==> config.mk <==
export PLATFORM = sky130hd
export DESIGN_NAME = fetch_unit
export DESIGN_NICKNAME = d
export VERILOG_FILES = /design/src/rtl/fetch_unit_pkg.sv /design/src/rtl/fetch_unit_pc_counter.sv /design/src/rtl/fetch_unit.sv
export SDC_FILE = /design/constraint.sdc
export NUM_CORES = 1
export LEC_CHECK = 0
export CORE_ASPECT_RATIO = 1.4
export CORE_MARGIN = 2
export CORE_UTILIZATION = 42
export CTS_BUF_LIST = sky130_fd_sc_hd__clkbuf_4
export CTS_CLUSTER_DIAMETER = 120
export DETAILED_ROUTE_END_ITERATION = 10
export PLACE_DENSITY = 0.78
export SYNTH_ARGS = -nofsm -noshare
export SYNTH_HDL_FRONTEND = slang
export SYNTH_SLANG_ARGS = --single-unit
==> constraint.sdc <==
create_clock -name clock -period 1.5 [get_ports clock]
set_clock_uncertainty 0.05 [all_clocks]
set_input_delay 0.15 -clock clock [delete_from_list [all_inputs] [get_ports clock]]
set_output_delay 0.15 -clock clock [all_outputs]
set_load 0.1 [all_outputs]
==> src/rtl/fetch_unit_pkg.sv <==
// Shared opcode definitions: opcode/addressing-mode encodings and the
// instruction-word field layout used by the fetch path.
package fetch_unit_pkg;

  localparam int unsigned OPC_MSB  = 15;
  localparam int unsigned OPC_LSB  = 8;
  localparam int unsigned MODE_MSB = 7;
  localparam int unsigned MODE_LSB = 0;

  typedef enum logic [7:0] {
    OP_NOP = 8'h00,
    LDS    = 8'h10,
    COM    = 8'h20,
    BA     = 8'h30
  } opcode_e;

  typedef enum logic [7:0] {
    INHERENT    = 8'h00,
    IMMEDIATE   = 8'h01,
    DIRECT      = 8'h02,
    PC_RELATIVE = 8'h03,
    INDEXED     = 8'h04
  } amode_e;

  function automatic logic is_inherent(input logic [15:0] word);
    return word[MODE_MSB:MODE_LSB] == INHERENT;
  endfunction

endpackage

==> src/rtl/fetch_unit_pc_counter.sv <==
// Program counter with synchronous load and modulo-2^ADDR_W increment.
module pc_counter #(
  parameter int unsigned           ADDR_W   = 16,
  parameter logic [ADDR_W-1:0]     RESET_PC = '0
) (
  input  logic              clock,
  input  logic              nReset,
  input  logic              load,
  input  logic              inc,
  input  logic [ADDR_W-1:0] load_val,
  output logic [ADDR_W-1:0] pc
);

  logic [ADDR_W-1:0] pc_q;
  logic [ADDR_W-1:0] pc_d;

  always_comb begin
    pc_d = pc_q;
    if (load) begin
      pc_d = load_val;
    end else if (inc) begin
      pc_d = pc_q + {{(ADDR_W-1){1'b0}}, 1'b1};
    end
  end

  always_ff @(posedge clock or negedge nReset) begin
    if (!nReset) begin
      pc_q <= RESET_PC;
    end else begin
      pc_q <= pc_d;
    end
  end

  assign pc = pc_q;

endmodule

==> src/rtl/fetch_unit.sv <==
// Instruction fetch: reads an opcode word and, unless INHERENT, an operand
// word, then presents the bundle until the consumer accepts it.
module fetch_unit
  import fetch_unit_pkg::*;
#(
  parameter int unsigned       ADDR_W   = 16,
  parameter logic [ADDR_W-1:0] RESET_PC = '0
) (
  input  logic              clock,
  input  logic              nReset,
  output logic [ADDR_W-1:0] address,
  input  logic [15:0]       data,
  output logic              write,
  input  logic              bus_grant,
  input  logic              redirect,
  input  logic [ADDR_W-1:0] redirect_pc,
  output logic              instr_valid,
  input  logic              instr_ready,
  output logic [15:0]       instr_word,
  output logic [15:0]       instr_operand,
  output logic              instr_has_operand,
  output logic [ADDR_W-1:0] instr_pc
);

  typedef enum logic [1:0] {
    FETCH_OP,
    FETCH_ARG,
    HOLD
  } state_e;

  state_e            state_q, state_d;
  logic [15:0]       word_q, word_d;
  logic [15:0]       oper_q, oper_d;
  logic              has_q, has_d;
  logic [ADDR_W-1:0] ipc_q, ipc_d;
  logic [ADDR_W-1:0] pc;
  logic              pc_load;
  logic              pc_inc;

  pc_counter #(
    .ADDR_W   (ADDR_W),
    .RESET_PC (RESET_PC)
  ) u_pc (
    .clock    (clock),
    .nReset   (nReset),
    .load     (pc_load),
    .inc      (pc_inc),
    .load_val (redirect_pc),
    .pc       (pc)
  );

  // Redirect wins everywhere; a HOLD-state handshake in the same cycle also
  // lands in FETCH_OP, so it completes without extra logic.
  always_comb begin
    state_d = state_q;
    word_d  = word_q;
    oper_d  = oper_q;
    has_d   = has_q;
    ipc_d   = ipc_q;
    pc_load = 1'b0;
    pc_inc  = 1'b0;
    if (redirect) begin
      state_d = FETCH_OP;
      pc_load = 1'b1;
    end else begin
      case (state_q)
        FETCH_OP: begin
          if (bus_grant) begin
            word_d = data;
            ipc_d  = pc;
            pc_inc = 1'b1;
            if (is_inherent(data)) begin
              oper_d  = '0;
              has_d   = 1'b0;
              state_d = HOLD;
            end else begin
              has_d   = 1'b1;
              state_d = FETCH_ARG;
            end
          end
        end
        FETCH_ARG: begin
          if (bus_grant) begin
            oper_d  = data;
            pc_inc  = 1'b1;
            state_d = HOLD;
          end
        end
        HOLD: begin
          if (instr_ready) begin
            state_d = FETCH_OP;
          end
        end
        default: state_d = FETCH_OP;
      endcase
    end
  end

  always_ff @(posedge clock or negedge nReset) begin
    if (!nReset) begin
      state_q <= FETCH_OP;
      word_q  <= '0;
      oper_q  <= '0;
      has_q   <= 1'b0;
      ipc_q   <= '0;
    end else begin
      state_q <= state_d;
      word_q  <= word_d;
      oper_q  <= oper_d;
      has_q   <= has_d;
      ipc_q   <= ipc_d;
    end
  end

  assign address           = pc;
  assign write             = 1'b0;
  assign instr_valid       = (state_q == HOLD);
  assign instr_word        = word_q;
  assign instr_operand     = oper_q;
  assign instr_has_operand = has_q;
  assign instr_pc          = ipc_q;

endmodule

[Word level (Yosys, flattened, before mapping)]
Index checks and enable logic that the tools add are counted.
Operators by class
  $add $sub $neg: 1
  multipliers: 0
  divide/modulo/power cells: 0
  $lt $le $gt $ge: 0
  equal/unequal tests: 8
  shift operators: 0
  multiplexer cells: 17
  bitwise logic cells: 1
  reduce and logical (&&, ||, !) cells: 8
Operators by type and width (number)
  2-to-1 mux 16 bit: 5
  case mux 16 bit (2 select lines): 1
  adder 16 x 1 -> 16 bit (second input constant): 1
  2-to-1 mux 2 bit: 5
  zero test 8 bit: 1
  != test 2 bit (second input constant): 3
  != test 3 bit (second input constant): 2
  case mux 2 bit (3 select lines): 1
  AND reduction 3 bit: 2
  2-to-1 mux 1 bit: 5
  AND reduction 5 bit: 1
  nonzero test 2 bit: 2
  != test 3 x 2 -> 1 bit (second input constant): 1
  equality test 2 x 1 -> 1 bit (second input constant): 1
  equality test 2 bit (second input constant): 1
  zero test 2 bit: 1
  OR reduction 2 bit: 1
  NOT 1 bit: 1
Word-level totals
  bits in registers: 67
  latch bits: 0
  memory bits (writable): 0
  memory bits (read-only): 0
  input port bits: 37
  output and inout port bits: 67
  word-level logic and storage cells: 41
  memories kept: 0

[Depth between registers and ports, before layout]
  word-level depth: 6
  gate-level depth with buffers: 6

[By module]
Synthesis repeated with hierarchy kept, for this count alone.
Unflattened totals
  cells, all modules: 241
  area, all modules: 3026.7 µm²
Modules (own cells, without submodules)
  fetch_unit: times used 1, cells an instance 142, area each 2083.2 µm²
  pc_counter: times used 1, cells an instance 99, area each 943.4 µm²

[Least setup slack after synthesis]
No wires, ideal clock.
  path kind: register to register
  start: register u_pc.pc_q[0] (netlist: u_pc.pc[0])
  end: register u_pc.pc_q[12] (netlist: u_pc.pc[12])
  data arrival time: 2.229 ns
  required time: 1.325 ns
  setup slack: -0.903 ns
  stages on the path, launching flop included: 6
  buffers on the path: 0
  clock period less this slack: 2.403 ns
  cells stage by stage: dfrtp_1 -> ha_1 -> nand4_1 -> nor4_1 -> xor2_1 -> mux2_2
Between the ends
  cells in the longest elaborated chain, start to end: 3
RTL lines
  start, declared: RTL line fetch_unit_pc_counter.sv:14  | logic [ADDR_W-1:0] pc_q;
  start signal, assigned: RTL line fetch_unit_pc_counter.sv:30  | pc_q <= pc_d;
  adder 16 x 1 -> 16 bit: RTL line fetch_unit_pc_counter.sv:22  | pc_d = pc_q + {{(ADDR_W-1){1'b0}}, 1'b1};
  2-to-1 mux 16 bit: RTL line fetch_unit_pc_counter.sv:21  | end else if (inc) begin
  2-to-1 mux 16 bit: RTL line fetch_unit_pc_counter.sv:19  | if (load) begin
Every way passes these cells. The select of a mux whose other input is x is not followed.
A chain may end at the register's enable or synchronous reset.

[Final worst setup path]
  start: register u_pc.pc_q[1] (netlist: u_pc.pc[1])
  end: register u_pc.pc_q[12] (netlist: u_pc.pc[12])
Same word-level chain as after synthesis.

==> results.md <==
- Failing checks: setup timing
- FFs w/ async S/R, synth: between 90% and 100%
- Final #Nets: approximately 450
- Synth Net Count: ~300
- Kind of critical path: reg2reg
- Post-route ant nets: 0
- Fin crit share: 113%
- Leading area contributor after synthesis: dfrtp_1
- Critical path cell sequence: ha_4 > nand4_1 > nor4_2 > xor2_1 > mux2_2
- Worst-skew pair later-pin latency: between 0.4 and 0.5 ns
- Critical Path End Type: flip-flop
- Max FO, Critical Path: 4
- Die footprint: 7870 um2
- Post-DR wirelength/cell: approximately 19 um
- Outcome: complete, but fails checks
- Num rows: 36
- GPL Wtd Cong: 0.824
- Arr. time, crit path: ~2.0 ns
- Endpoints failing setup: between 50 and 60
- Placed wire-length estimate: between 6000 and 7000 um
- Initial antenna violation count: 0
- Fin Setup TNS: -4.11 ns
- Core Area: roughly 6900 um2
- Via density: about 5.1
- Worst vdd ir: 1.00 mV
- Area growth from synthesis to layout: 90.1%
- Synth top area cells: dfrtp_1 (56%), mux2_2 (11%), mux2i_1 (5.7%)
- Layout cells sized above 1: around half
- Worst flop-to-flop path endpoint: u_pc.pc[12]
- Worst hold path class: in2reg
- Layout fillers: slightly below 400
- Fin. max-slew vios: 0
- Min Tclk post-route: 1.69 ns
- Total track usage: between 20% and 30%
- WP data required: between 1.5 and 2 ns
- Hold Vio Cnt, Final: 0
- Post-Place Worst Slack: -0.457 ns
- DRT Wirelength: about 9600 um
- Avg Inst Size Synth: 11.7 um2
- P_leak: approximately 2.5 nW
- First-pass GRT wire length: 14,100 um
- CTS tree: yes
- Total number of vias: about 2,600
- Via count of the first global-routing pass: between 2,000 and 3,000
- Area after DPL: ~5200 um2
- Worst-path clk slew: between 0.1 and 0.15 ns
- Ys Warns: 0
- Post-Syn Area: 3010 um2
- R2R depth: 5
- Startpoint types: flip-flop
- Buffers on Ports: a little over 100
- I/O Pins: about 100
- Root buffer cell: clkbuf_4
- Die Span X: roughly 76 um
- Max H-tree Level: 3
- Most frequent cells in the layout: buf_12 (70), dfrtp_1 (51), nand2_1 (35)
- CP peak stage delay: between 0.4 and 0.5 ns
- Unrepaired setup endpoints after global routing: yes
- Max Root-Sink Buffers: 2
- Post-synth top area share: between 50% and 60%
- Power Density: 1700 nW/um2
- Placed insts: around 480
- Starting density of the core: between 40% and 50%
- Register area share after synthesis: between 50% and 60%
- Initial DRC Count: about 140
- Final instance area: roughly 5700 um2
- CTS buffer count: 9
- Post-Layout Cell Count: a little over 500
- Crit-path slowest cell: dfrtp_4
- Total grt overflow: 0
- Crit path from: u_pc.pc[1]
- FF+latch count, synth: 67
- Pin count of the biggest net entering global routing: 68
- Mapped Cells: 257
- Area of the multi-input gates: about 1400 um2
- Post-synth cell types: 34
- Commonest non-fill, non-tap cell in the layout: buf_12
- First-pass iteration count of the detailed router: 4
- Pwr Total: 0.00973 W
- Dominant synthesized flop cell: dfrtp_1
- Die height: 104 um
- Fmax: 591 MHz
- Antenna Cells: 0
- Max_cap viols: 0
- Clock sinks: 67
- CP endpoint: u_pc.pc[12]
- Worst flop-to-flop path startpoint: u_pc.pc[1]
- Setup WS post-layout: -0.193 ns
- R2R Setup Slk: -0.19 ns
- Post-synth EDFFs: 0
- Remaining DRCs: 0
- Register Area: ~1700 um2
==> flip-flops by register name (all words and copies together) (netlist names) <==
name / flops
instr_operand: 16
instr_pc: 16
instr_word: 16
u_pc.pc: 16
state_q: 2
instr_has_operand: 1
==> synth_stat cells (2+ instances only) <==
cell / number
nand4_1: 6
clkbuf_1: 4
nor4_1: 6
nor2b_1: 3
nor3_1: 4
nand4b_1: 2
mux2_1: 4
mux2_2: 29
clkbuf_8: 2
o21ai_0: 15
nand2b_1: 2
nand2_1: 35
buf_2: 3
mux2i_1: 17
xor2_1: 4
a21oi_1: 2
inv_1: 20
or4_4: 2
dfrtp_1: 67
nor2_1: 6
xnor2_1: 10
nand3_1: 2
==> logic make-up after synthesis <==
| logic type | share of synthesized area (%) |
|---|---|
| and+or+nand+nor | 12.3 |
| DFF | 55.7 |
| muxes | 18.0 |
| buffers and inverters | 5.69 |
| AOI/OAI and AO/OA | 3.66 |
| xor gates and xnor gates | 4.07 |
| adders and majority gates | 0.416 |
| other | 0.125 |
==> worst max-delay path, delay by kind of cell, from the launching register on <==
| kind | cells | cell delay (ns) |
|---|---|---|
| XOR/XNOR | 1 | 0.11 |
| flip-flops | 1 | 0.49 |
| multiplexers | 1 | 0.28 |
| AND/OR/NAND/NOR | 2 | 0.50 |
| adder cells (fa/ha/maj) | 1 | 0.17 |
==> routing by layer <==
| layer | vias to the layer above | wire length, um | GRT usage (%) |
|---|---|---|---|
| li1 | 1169 | - | - |
| met1 | 1298 | 3550 | 29.1 |
| met2 | 122 | 5160 | 39.5 |
| met3 | 27 | 581 | 7.07 |
| met4 | 0 | 333 | 8.15 |
| met5 | - | 0 | 0 |
==> cell type report <==
| cell class | count | area share [%] |
|---|---|---|
| multi-input combinational | 158 | 24.8 |
| sequential | 67 | 30.2 |
| clock buffer | 9 | 1.18 |
| inverter | 20 | 1.31 |
| tap | 95 | 2.08 |
| clock inverter | 7 | 1.62 |
| timing repair buffer | 153 | 38.7 |
==> power breakdown <==
| part | switching (W) | leakage (nW) | internal (W) | total (W) |
|---|---|---|---|---|
| Clock | 0.000695 | 0.0779 | 0.000669 | 0.00136 |
| Combinational | 0.00352 | 1.60 | 0.00213 | 0.00566 |
| Sequential | 0.000489 | 0.800 | 0.00221 | 0.00270 |
==> worst min-delay path by stage <==
| stage | from | to | slack, ns | cells after the start |
|---|---|---|---|---|
| floorplan | nReset | instr_has_operand | -0.20 | 0 |
| global placement | nReset | instr_word[15] | 0.15 | 2 |
| detailed placement | nReset | instr_word[15] | 0.16 | 2 |
| CTS | data[3] | instr_word[3] | 0.15 | 3 |
| global route | data[3] | instr_word[3] | 0.20 | 3 |
| finish | data[3] | instr_word[3] | 0.20 | 3 |
==> metrics by stage <==
stage	utilization (%)	hold WS (ns)
global route	82.5	0.203
detailed placement	75.2	0.159
floorplan	-	-0.196
CTS	80.3	0.155
global placement	75.2	0.146
finish	82.5	0.204
==> timing repair <==
item	CTS	global route
setup endpoints to repair	54	68
resized for setup	17	22
setup buffers	6	7
hold buffers	1	0
pin swaps	8	9
endpoints found under the hold margin	67	0
cloned	3	1
No activity file was read; power rests on OpenSTA's default activity.
